[src/rtl/apb_demux.sv]
// apb_demux: one APB requester fanned out to four APB completers by address.
// Unmapped addresses are answered with an error by an internal default slave;
// a per-transfer watchdog aborts a completer that never raises PREADY.
module apb_demux #(
  parameter int unsigned   DW    = 16,
  parameter int unsigned   AW    = 16,
  parameter logic [AW-1:0] BASE0 = 16'h0000,
  parameter logic [AW-1:0] BASE1 = 16'h1000,
  parameter logic [AW-1:0] BASE2 = 16'h2000,
  parameter logic [AW-1:0] BASE3 = 16'h3000,
  parameter logic [AW-1:0] MASK0 = 16'hF000,
  parameter logic [AW-1:0] MASK1 = 16'hF000,
  parameter logic [AW-1:0] MASK2 = 16'hF000,
  parameter logic [AW-1:0] MASK3 = 16'hF000,
  parameter logic [15:0]   TMO   = 16'd16
) (
  input  logic          CLK,
  input  logic          RESETN,
  // upstream slave port
  input  logic          APBS_PSEL,
  input  logic          APBS_PENABLE,
  input  logic          APBS_PWRITE,
  input  logic [AW-1:0] APBS_PADDR,
  input  logic [DW-1:0] APBS_PWDATA,
  output logic [DW-1:0] APBS_PRDATA,
  output logic          APBS_PREADY,
  output logic          APBS_PSLVERR,
  // downstream master port 0
  output logic          APBM0_PSEL,
  output logic          APBM0_PENABLE,
  output logic          APBM0_PWRITE,
  output logic [AW-1:0] APBM0_PADDR,
  output logic [DW-1:0] APBM0_PWDATA,
  input  logic [DW-1:0] APBM0_PRDATA,
  input  logic          APBM0_PREADY,
  input  logic          APBM0_PSLVERR,
  // downstream master port 1
  output logic          APBM1_PSEL,
  output logic          APBM1_PENABLE,
  output logic          APBM1_PWRITE,
  output logic [AW-1:0] APBM1_PADDR,
  output logic [DW-1:0] APBM1_PWDATA,
  input  logic [DW-1:0] APBM1_PRDATA,
  input  logic          APBM1_PREADY,
  input  logic          APBM1_PSLVERR,
  // downstream master port 2
  output logic          APBM2_PSEL,
  output logic          APBM2_PENABLE,
  output logic          APBM2_PWRITE,
  output logic [AW-1:0] APBM2_PADDR,
  output logic [DW-1:0] APBM2_PWDATA,
  input  logic [DW-1:0] APBM2_PRDATA,
  input  logic          APBM2_PREADY,
  input  logic          APBM2_PSLVERR,
  // downstream master port 3
  output logic          APBM3_PSEL,
  output logic          APBM3_PENABLE,
  output logic          APBM3_PWRITE,
  output logic [AW-1:0] APBM3_PADDR,
  output logic [DW-1:0] APBM3_PWDATA,
  input  logic [DW-1:0] APBM3_PRDATA,
  input  logic          APBM3_PREADY,
  input  logic          APBM3_PSLVERR,
  // watchdog reporting
  output logic          TMO_EVT,
  output logic [1:0]    TMO_PORT
);

  typedef enum logic [0:0] {
    ST_IDLE   = 1'b0,
    ST_ACCESS = 1'b1
  } state_t;

  // Address falls inside a region when its masked bits equal the region base.
  function automatic logic region_hit(input logic [AW-1:0] addr,
                                      input logic [AW-1:0] base,
                                      input logic [AW-1:0] mask);
    region_hit = ((addr & mask) == base);
  endfunction

  state_t          state_r;
  state_t          state_nxt_s;
  logic [1:0]      idx_r;
  logic            miss_r;
  logic [15:0]     wdog_r;
  logic [1:0]      tmo_port_r;

  logic [3:0]      hit_s;
  logic [1:0]      dec_idx_s;
  logic            dec_miss_s;
  logic [DW-1:0]   sel_prdata_s;
  logic            sel_pready_s;
  logic            sel_pslverr_s;
  logic            abort_s;
  logic            tmo_en_s;
  logic [3:0]      m_psel_s;
  logic [3:0]      m_penable_s;
  logic [DW-1:0]   apbs_prdata_s;
  logic            apbs_pready_s;
  logic            apbs_pslverr_s;

  assign tmo_en_s = (TMO != 16'd0);

  // Region match of the live upstream address against all four windows.
  always_comb begin
    hit_s    = 4'b0000;
    hit_s[0] = region_hit(APBS_PADDR, BASE0, MASK0);
    hit_s[1] = region_hit(APBS_PADDR, BASE1, MASK1);
    hit_s[2] = region_hit(APBS_PADDR, BASE2, MASK2);
    hit_s[3] = region_hit(APBS_PADDR, BASE3, MASK3);
  end

  // Priority encode the hits: the lowest port wins when regions overlap.
  always_comb begin
    dec_idx_s  = 2'd0;
    dec_miss_s = 1'b0;
    if (hit_s[0]) begin
      dec_idx_s = 2'd0;
    end else if (hit_s[1]) begin
      dec_idx_s = 2'd1;
    end else if (hit_s[2]) begin
      dec_idx_s = 2'd2;
    end else if (hit_s[3]) begin
      dec_idx_s = 2'd3;
    end else begin
      dec_miss_s = 1'b1;
    end
  end

  // Response of the port latched for the current transfer.
  always_comb begin
    sel_prdata_s  = {DW{1'b0}};
    sel_pready_s  = 1'b0;
    sel_pslverr_s = 1'b0;
    case (idx_r)
      2'd0: begin
        sel_prdata_s  = APBM0_PRDATA;
        sel_pready_s  = APBM0_PREADY;
        sel_pslverr_s = APBM0_PSLVERR;
      end
      2'd1: begin
        sel_prdata_s  = APBM1_PRDATA;
        sel_pready_s  = APBM1_PREADY;
        sel_pslverr_s = APBM1_PSLVERR;
      end
      2'd2: begin
        sel_prdata_s  = APBM2_PRDATA;
        sel_pready_s  = APBM2_PREADY;
        sel_pslverr_s = APBM2_PSLVERR;
      end
      2'd3: begin
        sel_prdata_s  = APBM3_PRDATA;
        sel_pready_s  = APBM3_PREADY;
        sel_pslverr_s = APBM3_PSLVERR;
      end
      default: begin
        sel_prdata_s  = {DW{1'b0}};
        sel_pready_s  = 1'b0;
        sel_pslverr_s = 1'b0;
      end
    endcase
  end

  // Watchdog abort: limit reached on a mapped access and the completer is still not ready.
  // A PREADY arriving in the same cycle takes precedence over the abort.
  always_comb begin
    abort_s = 1'b0;
    if (RESETN && (state_r == ST_ACCESS) && APBS_PSEL && !miss_r && tmo_en_s &&
        (wdog_r == TMO) && !sel_pready_s) begin
      abort_s = 1'b1;
    end else begin
      abort_s = 1'b0;
    end
  end

  // State register.
  always_ff @(posedge CLK) begin
    if (!RESETN) begin
      state_r <= ST_IDLE;
    end else begin
      state_r <= state_nxt_s;
    end
  end

  // Next state: enter ACCESS after a setup cycle, leave on completion or a dropped PSEL.
  always_comb begin
    state_nxt_s = state_r;
    case (state_r)
      ST_IDLE: begin
        if (APBS_PSEL) begin
          state_nxt_s = ST_ACCESS;
        end else begin
          state_nxt_s = ST_IDLE;
        end
      end
      ST_ACCESS: begin
        if (!APBS_PSEL) begin
          state_nxt_s = ST_IDLE;
        end else if (apbs_pready_s) begin
          state_nxt_s = ST_IDLE;
        end else begin
          state_nxt_s = ST_ACCESS;
        end
      end
      default: begin
        state_nxt_s = ST_IDLE;
      end
    endcase
  end

  // Upstream response: from the latched port, the default slave on a miss, or the watchdog.
  always_comb begin
    apbs_prdata_s  = {DW{1'b0}};
    apbs_pready_s  = 1'b0;
    apbs_pslverr_s = 1'b0;
    if (RESETN && (state_r == ST_ACCESS) && APBS_PSEL) begin
      if (miss_r || abort_s) begin
        apbs_prdata_s  = {DW{1'b0}};
        apbs_pready_s  = 1'b1;
        apbs_pslverr_s = 1'b1;
      end else begin
        apbs_prdata_s  = sel_prdata_s;
        apbs_pready_s  = sel_pready_s;
        apbs_pslverr_s = sel_pslverr_s;
      end
    end else begin
      apbs_prdata_s  = {DW{1'b0}};
      apbs_pready_s  = 1'b0;
      apbs_pslverr_s = 1'b0;
    end
  end

  // Downstream selects: live decode during setup, latched port during access.
  always_comb begin
    m_psel_s = 4'b0000;
    for (int n = 0; n < 4; n++) begin
      if (!RESETN) begin
        m_psel_s[n] = 1'b0;
      end else if (state_r == ST_IDLE) begin
        m_psel_s[n] = APBS_PSEL & (dec_idx_s == 2'(n)) & ~dec_miss_s;
      end else begin
        m_psel_s[n] = APBS_PSEL & (idx_r == 2'(n)) & ~miss_r & ~abort_s;
      end
    end
  end

  // Downstream enables follow the upstream enable on the selected port only.
  always_comb begin
    m_penable_s = 4'b0000;
    for (int n = 0; n < 4; n++) begin
      m_penable_s[n] = m_psel_s[n] & APBS_PENABLE;
    end
  end

  // Transfer context and watchdog: latch the target at setup, count stalled access cycles.
  always_ff @(posedge CLK) begin
    if (!RESETN) begin
      idx_r      <= 2'd0;
      miss_r     <= 1'b0;
      wdog_r     <= 16'd0;
      tmo_port_r <= 2'd0;
    end else begin
      if ((state_r == ST_IDLE) && APBS_PSEL) begin
        idx_r  <= dec_idx_s;
        miss_r <= dec_miss_s;
        wdog_r <= 16'd0;
      end else if ((state_r == ST_ACCESS) && APBS_PSEL && !miss_r && !sel_pready_s &&
                   (wdog_r != 16'hFFFF)) begin
        wdog_r <= wdog_r + 16'd1;
      end else begin
        wdog_r <= wdog_r;
      end
      if (abort_s) begin
        tmo_port_r <= idx_r;
      end else begin
        tmo_port_r <= tmo_port_r;
      end
    end
  end

  assign APBS_PRDATA  = apbs_prdata_s;
  assign APBS_PREADY  = apbs_pready_s;
  assign APBS_PSLVERR = apbs_pslverr_s;

  assign TMO_EVT  = abort_s;
  assign TMO_PORT = tmo_port_r;

  assign APBM0_PSEL    = m_psel_s[0];
  assign APBM1_PSEL    = m_psel_s[1];
  assign APBM2_PSEL    = m_psel_s[2];
  assign APBM3_PSEL    = m_psel_s[3];
  assign APBM0_PENABLE = m_penable_s[0];
  assign APBM1_PENABLE = m_penable_s[1];
  assign APBM2_PENABLE = m_penable_s[2];
  assign APBM3_PENABLE = m_penable_s[3];

  // Address, write data and direction are broadcast to every port.
  assign APBM0_PWRITE = APBS_PWRITE;
  assign APBM1_PWRITE = APBS_PWRITE;
  assign APBM2_PWRITE = APBS_PWRITE;
  assign APBM3_PWRITE = APBS_PWRITE;
  assign APBM0_PADDR  = APBS_PADDR;
  assign APBM1_PADDR  = APBS_PADDR;
  assign APBM2_PADDR  = APBS_PADDR;
  assign APBM3_PADDR  = APBS_PADDR;
  assign APBM0_PWDATA = APBS_PWDATA;
  assign APBM1_PWDATA = APBS_PWDATA;
  assign APBM2_PWDATA = APBS_PWDATA;
  assign APBM3_PWDATA = APBS_PWDATA;

endmodule

[config.mk]
export PLATFORM = sky130hd
export DESIGN_NAME = apb_demux
export DESIGN_NICKNAME = d
export VERILOG_FILES = /design/src/rtl/apb_demux.sv
export SDC_FILE = /design/constraint.sdc
export NUM_CORES = 1
export LEC_CHECK = 0
export ABC_CLOCK_PERIOD_IN_PS = 1830
export BUFFER_PORTS_ARGS = -buffer_cell sky130_fd_sc_hd__clkbuf_2
export CAP_MARGIN = 15
export CORE_AREA = 3 3 104 106
export CTS_CLUSTER_DIAMETER = 50
export DETAILED_ROUTE_END_ITERATION = 8
export DIE_AREA = 0 0 107 109
export HOLD_SLACK_MARGIN = 0.06
export PLACE_DENSITY_LB_ADDON = 0.12
export RECOVER_POWER = 50
export SYNTH_ARGS = -nofsm -noshare
export SYNTH_HDL_FRONTEND = slang
export SYNTH_SLANG_ARGS = --single-unit
[constraint.sdc]
create_clock -name CLK -period 1.83 [get_ports CLK]
set_input_delay 0.366 -clock CLK [delete_from_list [all_inputs] [get_ports CLK]]
set_output_delay 0.366 -clock CLK [all_outputs]
set_load 0.01 [all_outputs]
==> results.yml, run 1 <==
run_status:
  status: "finished with violations"
  violations: "negative setup slack"
worst_hold_path:
  hold_path.class: "register to register"
  hold_depth: 2
  min_to: "TMO_PORT[0]"
  min_from: "TMO_PORT[0]"
global_route:
  grt_overflow: 0
  grt_pass1_wl_um: 14200
  grtUsageTotal_pct: 15.1
  grt_pass1_vias: 2611
  grt_max_degree: 18
  antenna_found_initial: 0
critical_path:
  crit_path_end_kind: "output pin"
  reg2reg_depth: 6
  worst-path-buf-inv: 5
  cp-start-kind: "register"
  crit_chain: "nor4_4 -> buf_4 -> nand4_1 -> nor3_4 -> buf_6 -> buf_12 -> buf_12 -> nor3b_2 -> clkbuf_2"
  crit_slowest_cell: "dfxtp_2"
  cp_top_family: "simple AND/OR/NAND/NOR gates"
  cp_common_cell: "buf_12"
  reg2reg_to: "wdog_r[9]"
  cp.arrival_ns: 1.96
  worst-r2r-setup-slack_ns: -0.07
  r2r_start: "idx_r[0]"
  max_stage_delay_ns: 0.34
  critPathKind: "register to output pin"
  crit_required_ns: 1.46
  critPathMaxFanout: 7
cts:
  cts_sinks: 22
  htreeDepth: 1
  cts.path.max_buffers: 2
  cts_tree: "done"
  clkLatencyLatePin_ns: 0.27
  numCtsBuffers: 3
  root_buffer: "clkbuf_8"
  path_clk_slew_ns: 0.09
synth:
  syn_inst: 361
  ys_ff_latch: 22
  yosys_warnings: 0
  seq_area_frac_synth_pct: 14.3
  syn-num-nets: 472
  synth_top_area_cell: "buf_4"
  avgSynthCellArea_sq_um: 8.55
  synth_cell_types: 47
  netlist.area_leader.share_pct: 32.6
  netlist_area_sq_um: 3090
  synth_area_leaders: "buf_4 (33%), dfxtp_1 (14%), mux4_2 (12%)"
drt:
  vias: 2749
  drtAntennaViolNets: 0
  wirelength_um: 10100
  routedWlPerCell_um: 18.4
  drt_first_pass_iters: 4
  first_iter_violations: 133
  drc: 0
  via_per_inst: 5.00
power_and_ir_drop:
  switchingPower_mw: 0.382
  seq_power_share_pct: 35.1
  clock_power_share_pct: 33.6
  combPwrFrac_pct: 31.3
  ir_drop_mv: 0.254
  p_int_mw: 1.01
  p_sw_share_pct: 27.5
  p_per_area_nw_per_um2: 358
  cellLeakagePower_nw: 1.64
  power_mw: 1.39
job:
  maxCapViolCount: 0
timing:
  setup_tns_ns: -13.15
  timing.hold.ws_ns: 0.461
  max_slew_margin_pct: 61.7
  hold_violations: 0
  final.setup_skew_ns: 0.00856
  drv_slew: 0
  rsz0062_at_grt: "yes"
  fmax_ghz: 0.429
  worst_pin_slew_ns: 0.574
  period_minus_slack_ns: 2.33
  finalSetupViolCount: 37
  fin_crit_sh_pct: 127
  setup_ws_ns: -0.499
cells_and_area:
  drive_above_1_share_pct: 66.7
  finalNonFillerCells: 550
  synthToLayoutAreaGrowth_pct: 25.6
  final_cell_area_sq_um: 3880
  nFillCells: 990
  n_antenna_cell: 0
  post-route-util_pct: 39.3
  nets: 529
floorplan:
  die_h_um: 109
  die_area_sq_um: 11700
  core.rowCount: 36
  start_util_pct: 31.3
  core_sq_um: 9860
  io-pin-count: 270
  die_w_um: 107
placement:
  placed_area_sq_um: 3400
  hpwl_um: 7510
  place_inst: 530
  io_buffers: 124
  place_congestion: 0.763
  pre_cts_slack_ns: -0.322
-- cell type report --
cell class / count / area, sq um / area share, %
Multi-Input combinational cell: 183 / 1830 / 47.2
Clock buffer: 3 / 41.3 / 1.06
Clock inverter: 1 / 30.0 / 0.774
Timing Repair Buffer: 200 / 1330 / 34.3
Tap cell: 133 / 166 / 4.29
Inverter: 8 / 30.0 / 0.774
Sequential cell: 22 / 450 / 11.6
-- registers in the layout, indices dropped and copies added (netlist names) --
register / flops
TMO_PORT: 2
idx_r: 2
miss_r: 1
state_r: 1
wdog_r: 16
-- worst register-to-register path, cell delays in order (launching register included) --
cell and delay [ns]:
dfxtp_4 0.36, buf_6 0.12, buf_8 0.13, and4bb_4 0.38, a22oi_2 0.17, or4_1 0.55, a21oi_2 0.13
-- per-layer routing --
metal	GRT usage, %	part of all wire [%]	wire length, um
met3	4.85	9.0	916
met4	2.74	1.4	138
met5	0	0	0
met1	19.5	41	4180
met2	25.1	48	4890
-- cell families (layout without fill, tap and decap cells) --
family | count (synthesis) | after routing | share of synthesized area [%]
muxes | 26 | 26 | 16.1
AOI/OAI and AO/OA | 44 | 47 | 10.2
adders and majority gates | 2 | 2 | 0.810
and+or+nand+nor | 108 | 108 | 21.6
DFF | 22 | 22 | 14.3
buffers and inverters | 159 | 212 | 37.0
-- power groups by stage --
| stage | sequential (mW) | combinational [mW] | clock (mW) |
|---|---|---|---|
| after floorplan | 0.499 | 0.479 | 0 |
| after global placement | 0.501 | 0.396 | 0 |
| after detailed placement | 0.501 | 0.398 | 0 |
| after CTS | 0.490 | 0.412 | 0.488 |
| after global routing | 0.489 | 0.468 | 0.502 |
| final | 0.488 | 0.434 | 0.467 |
-- what timing repair did --
action / CTS / global route
pin swaps: 6 / 20
gates cloned: 1 / 4
hold buffers: 0 / 0
buffers inserted: 5 / 7
gates resized for setup: 13 / 45
endpoints found under the setup margin: 43 / 43
-- Yosys cell counts, drive strengths merged --
| cell | count |
|---|---|
| or4 | 9 |
| and2 | 1 |
| a211oi | 3 |
| and3 | 7 |
| o311a | 2 |
| a2111oi | 1 |
| and4b | 1 |
| and4bb | 1 |
| nor3 | 3 |
| nand2b | 1 |
| a22oi | 2 |
| nor4 | 6 |
| a21oi | 13 |
| a22o | 1 |
| a21o | 1 |
| nand3b | 1 |
| buf | 144 |
| o32ai | 1 |
| nand3 | 14 |
| nand2 | 22 |
| and4 | 4 |
| clkbuf | 7 |
| nor2b | 2 |
| nor2 | 5 |
| o41ai | 3 |
| nand4bb | 1 |
| nor4b | 1 |
| ha | 2 |
| a211o | 1 |
| o31ai | 9 |
| inv | 8 |
| and3b | 1 |
| nand4 | 3 |
| o22ai | 1 |
| mux2i | 9 |
| nor3b | 17 |
| dfxtp | 22 |
| or3 | 8 |
| o21ai | 5 |
| a41o | 1 |
| mux4 | 17 |
-- layout by cell type (no fill, tap or decap), types with 3 or more instances in the layout --
master / n
clkbuf_2: 116
buf_6: 7
nand4_1: 3
o31ai_1: 5
and4_1: 4
mux2i_1: 7
nand3_1: 14
a22oi_2: 4
o31ai_2: 3
a21oi_1: 8
nor3b_4: 3
buf_2: 5
mux4_2: 17
buf_4: 63
nand2_1: 22
or4_1: 6
dfxtp_1: 18
or3_1: 7
or4_4: 3
inv_1: 8
a21oi_2: 5
nor4_2: 5
buf_12: 4
clkbuf_8: 4
nor2_1: 5
o21ai_0: 3
and3_1: 7
nor3b_2: 13
-- worst max-delay path by stage --
stage	start	endpoint	slack, ns	depth (start not counted)
after floorplan	APBS_PADDR[14]	APBM0_PSEL	-0.12	4
after global placement	APBS_PADDR[14]	APBM0_PENABLE	-0.28	6
after detailed placement	APBS_PADDR[14]	APBM0_PENABLE	-0.32	6
after CTS	wdog_r[6]	APBS_PSLVERR	-0.52	7
after global routing	wdog_r[6]	APBS_PSLVERR	-0.63	8
final	wdog_r[6]	APBS_PRDATA[1]	-0.50	9
Power figures use the tool's default switching activity.
==> run 2, diff against run 1 <==
==> constraint.sdc (replaced) <==
create_clock -name CLK -period 1.83 [get_ports CLK]
set_input_delay 0.2745 -clock CLK [delete_from_list [all_inputs] [get_ports CLK]]
set_output_delay 0.2745 -clock CLK [all_outputs]
set_load 0.01 [all_outputs]
==> run 2 against run 1 <==
Compared with the run above:
- worst setup slack better by 0.093 ns
- the flow still finishes with violations (negative setup slack)
- combinational power is 4% lower
- critical path type unchanged
- final cell count is 2.0% lower
- register-to-register slack worse by 0.15 ns
- non-clock buffer count is 8 lower
- hold slack worse by 0.037 ns
- utilization is 0.86 points lower
- clock skew is 0.0047 ns lower
- critical path depth stayed put
==> results.yml, run 2 (synthesized netlist as in run 1, its figures left out) <==
cts:
  cts_sinks: 22
  cts_tree: "done"
  numCtsBuffers: 3
  root_buffer: "clkbuf_8"
  cts.path.max_buffers: 2
  htreeDepth: 1
  clkLatencyLatePin_ns: 0.27
  cts_hold_buffers: 0
  path_clk_slew_ns: 0.09
drt:
  first_iter_violations: 106
  routedWlPerCell_um: 18.5
  wirelength_um: 9970
  drtAntennaViolNets: 0
  via_per_inst: 4.96
  drc: 0
  vias: 2671
  drt_first_pass_iters: 4
cells_and_area:
  post-route-util_pct: 38.5
  mostFrequentLayoutCell: "clkbuf_2"
  synthToLayoutAreaGrowth_pct: 22.9
  final_cell_area_sq_um: 3790
  largest_register: "wdog_r"
  n_antenna_cell: 0
  final_cell_mix: "clkbuf_2 (103), buf_4 (46), nand2_1 (22)"
  largest_reg_flops: 16
  nets: 518
  drive_above_1_share_pct: 66.0
timing:
  hold_violations: 0
  drv_slew: 0
  setup_ws_ns: -0.406
  fmax_ghz: 0.447
  fin_crit_sh_pct: 122
  timing.hold.ws_ns: 0.423
  final.setup_skew_ns: 0.00390
  rsz0062_at_grt: "yes"
  period_minus_slack_ns: 2.24
  worst_pin_slew_ns: 0.556
  finalSetupViolCount: 34
  max_slew_margin_pct: 62.8
power_and_ir_drop:
  cellLeakagePower_nw: 1.62
  ir_drop_mv: 0.272
  p_per_area_nw_per_um2: 336
critical_path:
  critPathMaxFanout: 7
  cp.arrival_ns: 1.96
  cp-start-kind: "register"
  crit_path_end_kind: "output pin"
  crit_required_ns: 1.56
  critPathKind: "register to output pin"
run_status:
  status: "finished with violations"
  violations: "negative setup slack"
floorplan:
  die_w_um: 107
  die_h_um: 109
  start_util_pct: 31.3
  die_area_sq_um: 11700
  core_sq_um: 9860
  core.rowCount: 36
  io-pin-count: 270
placement:
  hpwl_um: 7840
  placed_area_sq_um: 3180
  io_buffers: 124
  place_congestion: 0.818
global_route:
  antenna_found_initial: 0
  grtUsageTotal_pct: 15.5
  grt_max_degree: 23
  grt_overflow: 0
  grt_pass1_wl_um: 14200
  grt_pass1_vias: 2532
worst_hold_path:
  hold_path.class: "input port to register"
job:
  maxCapViolCount: 0
run 2: changes by cell type in the layout (fill, tap and decap cells not counted), sizes merged:
cell,previous run,this run
bufinv,1,0
clkbuf,122,111
buf,81,85
a22oi,5,2
run 2: per-layer routing:
| metal | part of all wire, % | vias up | GRT usage, % |
|---|---|---|---|
| met3 | 12 | 16 | 8.23 |
| met4 | 0.84 | 0 | 1.83 |
| met2 | 46 | 133 | 24.2 |
| met5 | 0 | - | 0 |
| li1 | - | 1269 | - |
| met1 | 41 | 1253 | 19.6 |
run 2: repair_timing:
item                       CTS  global route
setup endpoints to repair   40            43
buffers inserted             7            10
cloned                       1             2
gates resized for setup     21            76
pin swaps                   12            25
run 2: area by class of cell:
class,count,area (sq um)
clock buffer,4,55.1
fill,1015,6070
inverter,8,30.0
multi-input combinational,180,1780
sequential,22,450
tap,133,166
timing repair buffer,192,1320
run 2: critical path: stages (launching register included):
cell,delay [ns]
dfxtp_1,0.34
nor4_2,0.33
nand4_1,0.15
buf_6,0.15
nor3_4,0.15
buf_6,0.15
buf_12,0.12
buf_12,0.12
nor3b_2,0.04
buf_2,0.14
run 2: power by group:
group	switching, mW	internal (mW)	total [mW]
Clock	0.178	0.192	0.370
Combinational	0.188	0.227	0.415
Sequential	0.00561	0.483	0.489
Total	0.371	0.902	1.27
run 2: worst paths after layout:
kind	startpoint	end	depth (start not counted)	slack, ns
worst max-delay path	wdog_r[2]	APBS_PRDATA[6]	9	-0.41
worst min-delay path	APBS_PADDR[12]	idx_r[0]	4	0.42
worst max register to register	wdog_r[2]	TMO_PORT[0]	12	-0.22
worst min register to register	TMO_PORT[0]	TMO_PORT[0]	2	0.47
run 2: metrics by stage:
stage	TNS (ns)	power, mW	instances	worst slack (ns)
2_1_floorplan	-0.0109	0.963	361	-0.0109
6_report	-10.34	1.27	539	-0.406
3_3_place_gp	-4.21	0.881	517	-0.248
4_1_cts	-12.22	1.27	529	-0.504
3_5_place_dp	-4.63	0.881	517	-0.265
5_1_grt	-12.73	1.34	539	-0.478
==> run 3, diff against run 2 <==
ABC_AREA = 1   (was not set)
REMOVE_ABC_BUFFERS = 1   (was not set)
==> run 3 against run 2 <==
Compared with the run above:
- the run still ends with negative setup slack left
- fmax rose by 14%
- critical endpoint is now APBS_PRDATA[3]
- register-to-register slack better by 0.39 ns
- final cell count rose by 16%
- flip-flop and latch count is the same
- sequential power hardly changed
- routed wire length rose by 19%
- combinational power shrank 14%
- total power up 4.1%
- non-clock buffer count is 35 lower
- critical path depth up 2
==> results.yml, run 3 <==
synth:
  avgSynthCellArea_sq_um: 6.46
  synth_top_area_cell: "buf_4"
  netlist.area_leader.share_pct: 32.7
  yosysMostFrequentCell: "buf_4"
  netlist_area_sq_um: 3050
  syn_inst: 472
  synth_cell_types: 31
  ys_ff_latch: 22
  seq_area_frac_synth_pct: 14.4
  synth_edf_count: 0
  synth_commonest_cells: "buf_4 (133), nand2_1 (123), inv_1 (34)"
  async_flop_share_pct: 0
  ys.flop_type: "dfxtp_1"
  synth_area_leaders: "buf_4 (33%), nand2_1 (15%), dfxtp_1 (14%)"
  yosys_warnings: 0
floorplan:
  die_h_um: 109
  io-pin-count: 270
  die_area_sq_um: 11700
  core_sq_um: 9860
  die_w_um: 107
  core.rowCount: 36
  start_util_pct: 30.9
cts:
  clkLatencyLatePin_ns: 0.28
  root_buffer: "clkbuf_8"
  cts.path.max_buffers: 2
  htreeDepth: 1
  numCtsBuffers: 3
  path_clk_slew_ns: 0.10
  cts_sinks: 22
  cts_tree: "done"
  cts_hold_buffers: 0
power_and_ir_drop:
  ir_drop_mv: 0.251
  p_sw_share_pct: 29.0
  clock_power_share_pct: 36.5
  seq_power_share_pct: 36.7
  p_per_area_nw_per_um2: 399
  p_int_mw: 0.942
  cellLeakagePower_nw: 1.63
  combPwrFrac_pct: 26.8
  switchingPower_mw: 0.384
global_route:
  met3_usage_pct: 13.3
  use_met2_pct: 29.7
  grt_max_degree: 19
  grt-busiest-layer: "met2"
  grt_pass1_wl_um: 17200
  grt_pass1_vias: 2883
  gr-usage-met1_pct: 22.5
  grtUsageTotal_pct: 19.3
  grt_overflow: 0
  antenna_found_initial: 0
critical_path:
  max_stage_delay_ns: 0.34
  crit_required_ns: 1.56
  critPathKind: "register to output pin"
  worst-r2r-setup-slack_ns: 0.17
  crit_slowest_cell: "dfxtp_2"
  crit_path_end_kind: "output pin"
  crit_chain: "inv_2 -> ha_4 -> nand2_1 -> nor2_1 -> nand2_1 -> nor2_2 -> nand3_4 -> nand2_4 -> buf_8 -> nor3_1 -> clkbuf_2"
  reg2reg_depth: 11
  r2r_start: "wdog_r[0]"
  cp.arrival_ns: 1.69
  critPathMaxFanout: 9
  cp_common_cell: "nand2_1"
  reg2reg_to: "wdog_r[13]"
  cp-start-kind: "register"
timing:
  max_slew_margin_pct: 76.1
  setup_tns_ns: -2.32
  finalSetupViolCount: 27
  hold_violations: 0
  fmax_ghz: 0.508
  period_minus_slack_ns: 1.97
  setup_ws_ns: -0.137
  fin_crit_sh_pct: 107
  drv_slew: 0
  rsz0062_at_grt: "yes"
  worst_pin_slew_ns: 0.358
  final.setup_skew_ns: 0.00908
cells_and_area:
  nets: 603
  mostFrequentLayoutCell: "nand2_1"
  drive_above_1_share_pct: 47.5
  nFillCells: 1100
  n_antenna_cell: 0
  largest_reg_flops: 16
  largest_register: "wdog_r"
  synthToLayoutAreaGrowth_pct: 8.94
  finalNonFillerCells: 624
  final_cell_mix: "nand2_1 (122), clkbuf_2 (120), inv_1 (29)"
  post-route-util_pct: 33.7
drt:
  via_per_inst: 4.63
  drtAntennaViolNets: 0
  wirelength_um: 11900
  drt_first_pass_iters: 6
  vias: 2892
  first_iter_violations: 146
  routedWlPerCell_um: 19.1
  drc: 0
run_status:
  violations: "negative setup slack"
  status: "finished with violations"
placement:
  place_congestion: 0.853
  hpwl_um: 10000
  io_buffers: 124
  place_inst: 615
worst_hold_path:
  hold_path.class: "input port to register"
  hold_depth: 3
  min_from: "RESETN"
  min_to: "state_r"
job:
  maxCapViolCount: 0
==> run 3: changes by cell type after synthesis, moves of 9 or more <==
| cell | delta |
|---|---|
| nand2_2 | +13 |
| a221oi_1 | +16 |
| nor3b_1 | -17 |
| nor2_1 | +22 |
| a21oi_2 | +10 |
| nand2_1 | +101 |
| inv_1 | +26 |
| mux4_2 | -17 |
| nor3_1 | +20 |
| o31ai_1 | -9 |
| or4_1 | -9 |
==> run 3: final cells by class <==
| class | count | area (sq um) | share of cell area [%] |
|---|---|---|---|
| multi-input cells | 269 | 1560 | 47.1 |
| repair buffers | 157 | 927 | 27.9 |
| flip-flops and latches | 22 | 445 | 13.4 |
| well taps | 133 | 166 | 5.01 |
| inverters | 39 | 149 | 4.48 |
| clock buffers | 3 | 41.3 | 1.24 |
| clock inverters | 1 | 30.0 | 0.904 |
==> run 3: how the worst max path moves through the flow <==
stage                     cells after the start               to      start  slack [ns]
after floorplan                              10     APBS_PSLVERR  wdog_r[0]        0.17
after global placement                       11  APBS_PRDATA[12]  wdog_r[1]        0.05
after detailed placement                      9  APBS_PRDATA[12]   idx_r[0]        0.05
after CTS                                    11  APBS_PRDATA[11]  wdog_r[0]       -0.17
after global routing                         11   APBS_PRDATA[2]  wdog_r[0]       -0.26
final                                        11   APBS_PRDATA[3]  wdog_r[0]       -0.14
==> run 3: critical path, delay by kind of cell (launching register included) <==
| kind | cells | cell delay [ns] |
|---|---|---|
| buffers and inverters | 3 | 0.37 |
| adder cells (fa/ha/maj) | 1 | 0.14 |
| flip-flops | 1 | 0.34 |
| AND/OR/NAND/NOR | 7 | 0.56 |
==> run 3: cell families (layout without fill, tap and decap cells) <==
group	after synthesis	after routing	synth area share (%)
AND/OR/NAND/NOR	215	215	32.0
adder cells (fa/ha/maj)	2	2	0.820
flip-flops	22	22	14.4
buffers and inverters	181	200	39.6
XOR/XNOR	10	10	2.87
AO/OA/AOI/OAI	42	42	10.3
==> run 3: what timing repair did <==
item / CTS / global route
setup buffers: 3 / 2
gates cloned: 0 / 0
endpoints found under the setup margin: 27 / 28
endpoints found under the hold margin: 0 / 0
gates resized for setup: 32 / 24
pin swaps: 12 / 3
==> run 3: routing by layer <==
| metal | vias up | wire (um) |
|---|---|---|
| met5 | - | 53 |
| met4 | 3 | 73 |
| met3 | 11 | 1780 |
| met2 | 189 | 5270 |
| met1 | 1280 | 4720 |
| li1 | 1409 | - |
==> run 3: power by group through the flow <==
stage	sequential, mW	clock [mW]	combinational [mW]
5_1_grt	0.487	0.513	0.391
4_1_cts	0.487	0.501	0.346
6_report	0.487	0.484	0.355
2_1_floorplan	0.499	0	0.121
3_3_place_gp	0.498	0	0.318
3_5_place_dp	0.498	0	0.315
==> run 3: per-stage QoR <==
stage          cell area [sq um]  setup WS (ns)  total power, mW  hold WS (ns)
3_3_place_gp                3000         0.0521            0.816         0.469
6_report                    3320         -0.137             1.33         0.265
3_5_place_dp                3000         0.0514            0.812         0.474
4_1_cts                     3230         -0.166             1.33         0.269
5_1_grt                     3320         -0.264             1.39         0.312
2_1_floorplan               1990          0.174            0.620         0.410
